$ cat src/rtl/mm_pkg.sv
// Shared types and sizes for the matrix-multiply sequencer.
package mm_pkg;

    localparam int MAX_ELEMS = 18;
    localparam int DATA_W    = 4;
    localparam int DEF_RES_W = 10;
    localparam int CNT_W     = 5;

    typedef enum logic [2:0] {
        S_IDLE,
        S_COLLECT,
        S_STREAM,
        S_WAIT,
        S_DRAIN,
        S_UNLOAD
    } state_t;

    function automatic logic [CNT_W-1:0] dim_prod(
        input logic [1:0] a,
        input logic [1:0] b
    );
        return CNT_W'(a) * CNT_W'(b);
    endfunction

endpackage

$ cat src/rtl/mm_elem_buf.sv
// Element store: 18x4 register file, synchronous write, combinational read.
module mm_elem_buf
    import mm_pkg::*;
(
    input  logic              clk,
    input  logic              we,
    input  logic [CNT_W-1:0]  wr_idx,
    input  logic [DATA_W-1:0] wr_data,
    input  logic [CNT_W-1:0]  rd_idx,
    output logic [DATA_W-1:0] rd_data
);

    logic [DATA_W-1:0] mem [MAX_ELEMS];

    always_ff @(posedge clk) begin
        if (we && wr_idx < CNT_W'(MAX_ELEMS))
            mem[wr_idx] <= wr_data;
    end

    assign rd_data = (rd_idx < CNT_W'(MAX_ELEMS)) ? mem[rd_idx] : '0;

endmodule

$ cat src/rtl/mm_sequencer.sv
// Collects W and X elements, streams them into the MAC bank,
// then unloads the row_w x col_x results over a valid/ready port.
module mm_sequencer
    import mm_pkg::*;
#(
    parameter int DRAIN_CYCLES = 4,
    parameter int RES_W        = DEF_RES_W
) (
    input  logic               clk,
    input  logic               clear,
    input  logic               start,
    input  logic [1:0]         row_w,
    input  logic [1:0]         col_w,
    input  logic [1:0]         row_x,
    input  logic [1:0]         col_x,
    output logic               err,
    output logic               busy,
    input  logic               in_valid,
    input  logic [DATA_W-1:0]  in_data,
    output logic               in_ready,
    output logic               mem_clear,
    output logic [DATA_W-1:0]  mem_data,
    input  logic               unload_res,
    input  logic [9*RES_W-1:0] res_bus,
    output logic               out_valid,
    input  logic               out_ready,
    output logic [RES_W-1:0]   out_data,
    output logic [3:0]         out_idx,
    output logic               out_last,
    output logic               done
);

    state_t            state;
    logic [1:0]        rw, cx;
    logic [CNT_W-1:0]  n, cnt, ui, uj;
    logic [CNT_W-1:0]  nxt_i, nxt_j;
    logic [3:0]        nxt_idx;
    logic              nxt_last;
    logic [RES_W-1:0]  nxt_data;
    logic [DATA_W-1:0] rd_data;
    logic              buf_we;
    logic [CNT_W-1:0]  rd_idx;
    logic [RES_W-1:0]  res_arr [9];

    for (genvar g = 0; g < 9; g++) begin : g_res
        assign res_arr[g] = res_bus[g*RES_W +: RES_W];
    end

    assign buf_we = (state == S_COLLECT) && in_valid && in_ready;
    assign rd_idx = (state == S_STREAM) ? cnt : '0;

    mm_elem_buf u_buf (
        .clk     (clk),
        .we      (buf_we),
        .wr_idx  (cnt),
        .wr_data (in_data),
        .rd_idx  (rd_idx),
        .rd_data (rd_data)
    );

    // Row-major walk over the i<row_w, j<col_x result grid
    always_comb begin
        nxt_i = ui;
        nxt_j = uj + CNT_W'(1);
        if (uj + CNT_W'(1) >= {3'b0, cx}) begin
            nxt_i = ui + CNT_W'(1);
            nxt_j = '0;
        end
        nxt_idx  = 4'(nxt_i * CNT_W'(3) + nxt_j);
        nxt_last = (nxt_i == {3'b0, rw} - CNT_W'(1)) &&
                   (nxt_j == {3'b0, cx} - CNT_W'(1));
        nxt_data = (nxt_idx < 4'd9) ? res_arr[nxt_idx] : '0;
    end

    always_ff @(posedge clk) begin
        err  <= 1'b0;
        done <= 1'b0;
        if (clear) begin
            state     <= S_IDLE;
            rw        <= '0;
            cx        <= '0;
            n         <= '0;
            cnt       <= '0;
            ui        <= '0;
            uj        <= '0;
            busy      <= 1'b0;
            in_ready  <= 1'b0;
            mem_clear <= 1'b1;
            mem_data  <= '0;
            out_valid <= 1'b0;
            out_data  <= '0;
            out_idx   <= '0;
            out_last  <= 1'b0;
        end else begin
            unique case (state)
                S_IDLE: begin
                    if (start) begin
                        if (row_w != 2'd0 && col_w != 2'd0 &&
                            row_x != 2'd0 && col_x != 2'd0 &&
                            col_w == row_x) begin
                            rw       <= row_w;
                            cx       <= col_x;
                            n        <= dim_prod(row_w, col_w) +
                                        dim_prod(row_x, col_x);
                            cnt      <= '0;
                            busy     <= 1'b1;
                            in_ready <= 1'b1;
                            state    <= S_COLLECT;
                        end else begin
                            err <= 1'b1;
                        end
                    end
                end
                S_COLLECT: begin
                    if (in_valid && in_ready) begin
                        if (cnt + CNT_W'(1) >= n) begin
                            // buf[0] is already stored; present it at once
                            in_ready  <= 1'b0;
                            mem_clear <= 1'b0;
                            mem_data  <= rd_data;
                            cnt       <= CNT_W'(1);
                            state     <= S_STREAM;
                        end else begin
                            cnt <= cnt + CNT_W'(1);
                        end
                    end
                end
                S_STREAM: begin
                    if (cnt < n) begin
                        mem_data <= rd_data;
                        cnt      <= cnt + CNT_W'(1);
                    end else begin
                        mem_data <= '0;
                        cnt      <= '0;
                        state    <= S_WAIT;
                    end
                end
                S_WAIT: begin
                    if (unload_res) begin
                        cnt   <= '0;
                        state <= S_DRAIN;
                    end
                end
                S_DRAIN: begin
                    if (cnt >= CNT_W'(DRAIN_CYCLES - 1)) begin
                        cnt       <= '0;
                        ui        <= '0;
                        uj        <= '0;
                        out_valid <= 1'b1;
                        out_data  <= res_arr[0];
                        out_idx   <= '0;
                        out_last  <= (rw == 2'd1) && (cx == 2'd1);
                        state     <= S_UNLOAD;
                    end else begin
                        cnt <= cnt + CNT_W'(1);
                    end
                end
                S_UNLOAD: begin
                    if (out_ready) begin
                        if (out_last) begin
                            ui        <= '0;
                            uj        <= '0;
                            busy      <= 1'b0;
                            done      <= 1'b1;
                            mem_clear <= 1'b1;
                            out_valid <= 1'b0;
                            out_data  <= '0;
                            out_idx   <= '0;
                            out_last  <= 1'b0;
                            state     <= S_IDLE;
                        end else begin
                            ui       <= nxt_i;
                            uj       <= nxt_j;
                            out_idx  <= nxt_idx;
                            out_data <= nxt_data;
                            out_last <= nxt_last;
                        end
                    end
                end
                default: state <= S_IDLE;
            endcase
        end
    end

endmodule

$ cat config.mk
export PLATFORM = sky130hd
export DESIGN_NAME = mm_sequencer
export DESIGN_NICKNAME = d
export VERILOG_FILES = /design/src/rtl/mm_pkg.sv /design/src/rtl/mm_elem_buf.sv /design/src/rtl/mm_sequencer.sv
export SDC_FILE = /design/constraint.sdc
export NUM_CORES = 1
export LEC_CHECK = 0
export ABC_AREA = 0
export ABC_CLOCK_PERIOD_IN_PS = 9800
export CAP_MARGIN = 20
export CORE_MARGIN = 5
export CORE_UTILIZATION = 42
export CTS_CLUSTER_SIZE = 20
export DETAILED_ROUTE_END_ITERATION = 10
export PLACE_DENSITY = 0.67
export SLEW_MARGIN = 20
export SYNTH_ARGS = -nofsm -noshare
export SYNTH_HDL_FRONTEND = slang
export SYNTH_HIERARCHICAL = 1
export SYNTH_SLANG_ARGS = --single-unit
$ cat constraint.sdc
create_clock -name clk -period 9.8 [get_ports clk]
set_clock_uncertainty 0.2 [all_clocks]
set_input_delay 2.45 -clock clk [delete_from_list [all_inputs] [get_ports clk]]
set_output_delay 2.45 -clock clk [all_outputs]
set_load 0.03 [all_outputs]
# Yosys cells after proc, flatten, opt, wreduce, memory -nomap -nowiden
# Memories as Yosys holds them, arrays and structs flattened.
# Cells that the tools add are included.
# word_totals
regBits,52
ram_bits,72
inputBits,108
out_inout_bits,25
word_cells,158
mem_count,1
# memory_table
memory,words,width,rd,rd_clocked_by_memory_dff,write_ports,line_no,source
u_buf.mem,18,4,1,0,1,mm_elem_buf.sv:13,logic [DATA_W-1:0] mem [MAX_ELEMS];
# op_classes
addsub,7
mul,3
magnitude_cmp,8
n_eq_ne,19
mux,66
bitwise,5
reduce_logical,32
# op_table
op,n
$mux 5,15
$mux 10,6
$bmux 10 s4,1
$mux 4,7
$mux 3,9
$pmux 5 s5,1
$pmux 10 s2,1
$pmux 5 s2,2
$reduce_and 5->1,4
$pmux 3 s6,1
$reduce_bool 2->1,9
$mux 1,16
$pmux 4 s2,2
$add 5x1->5 const B,3
$ne 2x2->1 const B,7
$eq 5x5->1,2
$logic_and 1x1->1,10
$lt 5x5->1 const B,2
$pmux 1 s2,5
$reduce_and 3->1,3
$reduce_and 9->1,1
$mul 2x2->4,2
$eq 3x2->1 const B,2
$eq 3x3->1 const B,2
other kinds (20),27

# Depth between registers and ports, before layout
# logic_depth
word_depth,13
ltp_mapped,20
ltp_nobuf,19

# Cells and area by module
# The synthesis kept the hierarchy.
# modules_own_cells
mod,instances,cells_each,area_per_inst_um2,seq_area_each_um2
mm_sequencer,1,464,4106.4,1041.0
mm_elem_buf,1,165,2937.8,2162.1

# Worst setup path after synthesis
# Ideal clock, no wire load.
# synth_timing
path_type,register to register
start,register uj[0]
end,register out_data[0]
setup_ps,91
arrival_ps,4381
required_ps,9509
setup_slack_ps,5128
stages_incl_launch_ff,19
n_path_buf,0
synth_period_minus_slack_ps,4672
cell_sequence,dfxtp_1 -> ha_1 -> ha_1 -> a221oi_2 -> a21boi_4 -> nand2_1 -> mux2i_1 -> fa_1 -> inv_1 -> ha_1 -> inv_1 -> fa_1 -> xnor2_1 -> xnor2_1 -> nand3b_1 -> a21oi_1 -> a211o_1 -> o21ai_0 -> a311oi_1
# synth_between
elab_chain_cells,13
elab_cells_between_ends,15
cone_classes,2 x add/sub; 1 x mul; 2 x order compare; 9 x mux; 1 x bitwise
# synth_lines
item,line_no,source
start: declaration,mm_sequencer.sv:35,"logic [CNT_W-1:0] n, cnt, ui, uj;"
start signal: assignment,mm_sequencer.sv:173,uj <= nxt_j;
$add 5x1->5 (*),"mm_sequencer.sv:64, mm_sequencer.sv:65",
$ge 5x2->1,mm_sequencer.sv:65,"if (uj + CNT_W'(1) >= {3'b0, cx}) begin"
$mux 5,mm_sequencer.sv:65,
$mul 5x2->4,mm_sequencer.sv:69,nxt_idx = 4'(nxt_i * CNT_W'(3) + nxt_j);
$add 4x4->4 (*),mm_sequencer.sv:69,
$not 4->5 (not written as such),mm_sequencer.sv:72,nxt_data = (nxt_idx < 4'd9) ? res_arr[nxt_idx] : '0;
$bmux 10 s4,mm_sequencer.sv:72,
$mux 10 (not written as such) (2 in a row),mm_sequencer.sv:72,
$mux 10 (*),mm_sequencer.sv:72,
$mux 10 (*),mm_sequencer.sv:160,if (out_last) begin
$mux 10 (*),mm_sequencer.sv:159,if (out_ready) begin
$pmux 10 s2 (*),mm_sequencer.sv:95,unique case (state)
end signal: assignment,mm_sequencer.sv:150,out_data <= res_arr[0];
end signal: assignment,mm_sequencer.sv:175,out_data <= nxt_data;
end: declaration,mm_sequencer.sv:27,"output logic [RES_W-1:0] out_data,"
# Every way passes the cells marked *; elsewhere a longest branch is shown, timed or not. The select of a mux whose other input is x is not followed.
# A chain may end at the register's enable or synchronous reset.

# Final worst setup path
# layout_timing
start,register uj[0]
end,register out_data[7]
# Same word-level chain as after synthesis.

==> results.md <==
* Outcome: finished clean
* Hpwl dp at 13.44 mm
* Number of global-route vias before repair at 5817
* GRT overflow at 0
* CP Max Fanout at 11
* Router iterations before antenna repair at 6
* Worst-margin pin slew at 1109 ps
* Mapped cell area at 0.007044 mm^2
* Most common cell after layout, fill and taps aside: clkdlybuf4s50_1
* IO Port Bufs at 132
* R2R Setup Slk at 4350 ps
* Logic pwr share at 9.3%
* Die outline height at 139.5 um
* Final Slew Violations at 0
* Mapped Cells at 629
* Die X at 139.5 um
* CTS resizes at 0
* Syn-to-layout area delta at 29.09%
* Hold WC Path Type: register to register
* Via/cell ratio at 5.618
* Sw Share at 23.44%
* Critical path cell sequence: ha_1 > ha_1 > a221oi_2 > a21boi_4 > nand2_1 > mux2i_1 > fa_1 > inv_1 > ha_1 > inv_1 > fa_1 > xnor2_1 > xnor2_1 > and2_1 > a211oi_2 > nand4_1 > a311oi_1
* Total Routing Usage GR at 18.66%
* Crit share post-route at 55.57%
* Register area share after synthesis at 45.47%
* Fin cells at 981
* Largest net degree at the start of global routing at 51
* Post-synth top area share at 30.69%
* Final setup TNS at 0 ps
* CTS clock-pin slew for the worst setup and hold paths at 60 ps
* Initial antenna violation count at 0
* YS warnings at 6
* Leak at 0.003191 uW
* First-pass GRT wire length at 29.05 mm
* Die ar. at 0.01946 mm^2
* P_int at 1008 uW
* Setup CP Type: register to register
* Yosys reg bits at 124
* Critical Path RT at 9930 ps
* Clock Latency Late Sink at 420 ps
* FP Rows at 47
* Largest area contributor in the netlist: edfxtp_1
* Post CTS Setup Buffer Count at 0
* H-tree depth at 4
* Post-synth EDFFs at 72
* Post-layout utilization of the core at 55.03%
* Total power at 1316 uW
* Clk buf depth at 2
* Clock tree sinks at 124
* DR iter-0 viols at 515
* Worst rel slew slack at 26.07%
* Most frequent cells in the layout: clkdlybuf4s50_1 (131), edfxtp_1 (72), nor2_1 (70)
* PwrDens at 144.7 mW/mm^2
* Slowest library cell on the worst path: a211oi_2
* Fmax at 183.6 MHz
* Main synth FF type: edfxtp_1
* Nets@finish at 890
* Distinct cells, synth at 71
* Starting density of the core at 42.63%
* Async SR Flop Fraction at 0%
* Fin crit period at 5446 ps
* Top cells by area, synth: edfxtp_1 (31%), dfxtp_1 (15%), mux4_2 (7.7%), mux2i_1 (6.0%), ha_1 (5.0%)
* Mean Syn Cell Area at 11.20 um^2
* Share of cells above drive strength 1 at 10.38%
* Layout fillers at 1377
* Max Cap Viol at 0
* DRC errors left at 0
* Net Count, Synth at 771
* Most used cell, CP: ha_1
* Worst Path Arrival at 5570 ps
* Min setup slack post-route at 4354 ps
* Placeable Area at 0.01652 mm^2
* I/O pin total at 133
* CTS Root Cell: clkbuf_16
* Num CTS Buffers at 17
* CTS tree: yes
* Sw power at 308.5 uW
* VDD IR-drop max at 0.0001168 V
* ANT nets after route at 0
* Max incr delay on CP at 680 ps
* Placed cells at 949
* Startpoint Class: register
* Gp weighted congestion at 0.8900
* Worst Setup End Kind: register
* Routed WL per cell at 18.31 um
* Final hold vios at 0
* Worst slack, placed at 4335 ps
* Hold_buf cts at 0
* Antenna Cells at 0
* Sequential power share at 42.4%
* DR vias at 5511
* Final Routed Wirelength at 17.96 mm
* Clk pwr share at 48.3%
* RSZ-0062 raised after global routing: no
* # setup viols final at 0
==> routing by layer <==
layer / vias up / part of all wire (%) / global-route usage (%)
met2: 223 / 51 / 33.26
met5: - / 0 / 0
li1: 2631 / - / -
met3: 30 / 7.8 / 6.449
met1: 2627 / 39 / 20.97
met4: 0 / 1.6 / 5.922
==> per-stage QoR <==
stage          hold slack (ps)  cell area, um^2
6_report                 263.1             9094
3_5_place_dp             256.8             8493
2_1_floorplan            258.0             7044
5_1_grt                  275.1             9094
4_1_cts                  265.0             9094
3_3_place_gp             241.5             8493
==> layout make-up <==
class,instances,area (um^2),share of cell area (%)
multi-input combinational,447,3593,39.52
clock buffer,17,425.4,4.678
timing repair buffer,134,1331,14.64
inverter,24,90.09,0.9906
clock inverter,15,175.2,1.926
sequential,124,3203,35.22
tap,220,275.3,3.027
==> power by group through the flow <==
| stage | Clock (uW) | Combinational, uW | Sequential [uW] |
|---|---|---|---|
| 6_report | 635 | 123 | 558 |
| 5_1_grt | 674 | 134 | 559 |
| 3_3_place_gp | 0 | 120 | 569 |
| 3_5_place_dp | 0 | 123 | 569 |
| 4_1_cts | 647 | 124 | 558 |
| 2_1_floorplan | 0 | 59.4 | 568 |
==> cells in the mapped netlist, drive strengths merged, types with 2 or more instances <==
master / number
nor3: 12
nor2: 70
or2: 4
a22o: 5
nor2b: 6
and2: 8
a21oi: 37
nand3b: 4
nand2b: 11
a221oi: 2
mux2i: 42
a31oi: 4
o22ai: 5
clkbuf: 19
o221ai: 4
or3: 9
a21o: 4
o21ai: 24
a22oi: 5
and3: 8
a32oi: 3
edfxtp: 72
ha: 28
nand4: 15
dfxtp: 52
xnor2: 11
nor4b: 2
inv: 24
nand3: 15
fa: 6
a21boi: 4
buf: 15
a311oi: 10
mux4: 29
a221o: 2
a211oi: 6
nand2: 36
==> flip-flops by register name, indices dropped and copies added (netlist names), 3 cells and up <==
name	cells
uj	5
out_idx	4
cnt	5
n	5
state	3
u_buf/mem	72
out_data	10
ui	5
mem_data	4
==> critical path, delay by kind of cell (launching register included) <==
kind / cells / cell delay (ps)
adder cells (fa/ha/maj): 5 / 1620
AO/OA/AOI/OAI: 4 / 1550
XOR/XNOR: 2 / 360
multiplexers: 1 / 410
flip-flops: 1 / 430
AND/OR/NAND/NOR: 3 / 650
buffers and inverters: 2 / 120
==> cell families (layout without fill, tap and decap cells) <==
family,after synthesis,count (layout),share of synthesized area [%]
mux,71,71,15.51
compound gates,123,123,12.40
flops,124,124,45.47
other cells,1,1,0.05323
fa+ha+maj,34,34,6.679
simple gates,206,206,14.73
buf+inv,58,190,3.676
xor+xnor,12,12,1.492
==> path summary, 6_finish.rpt <==
path,startpoint,end,depth (start not counted)
setup / recovery,uj[0],out_data[7],17
hold / removal,out_idx[0],out_idx[0],2
setup reg to reg,uj[0],out_data[7],17
hold reg to reg,out_idx[0],out_idx[0],2
Note: power is estimated with default switching activity, not from simulation.
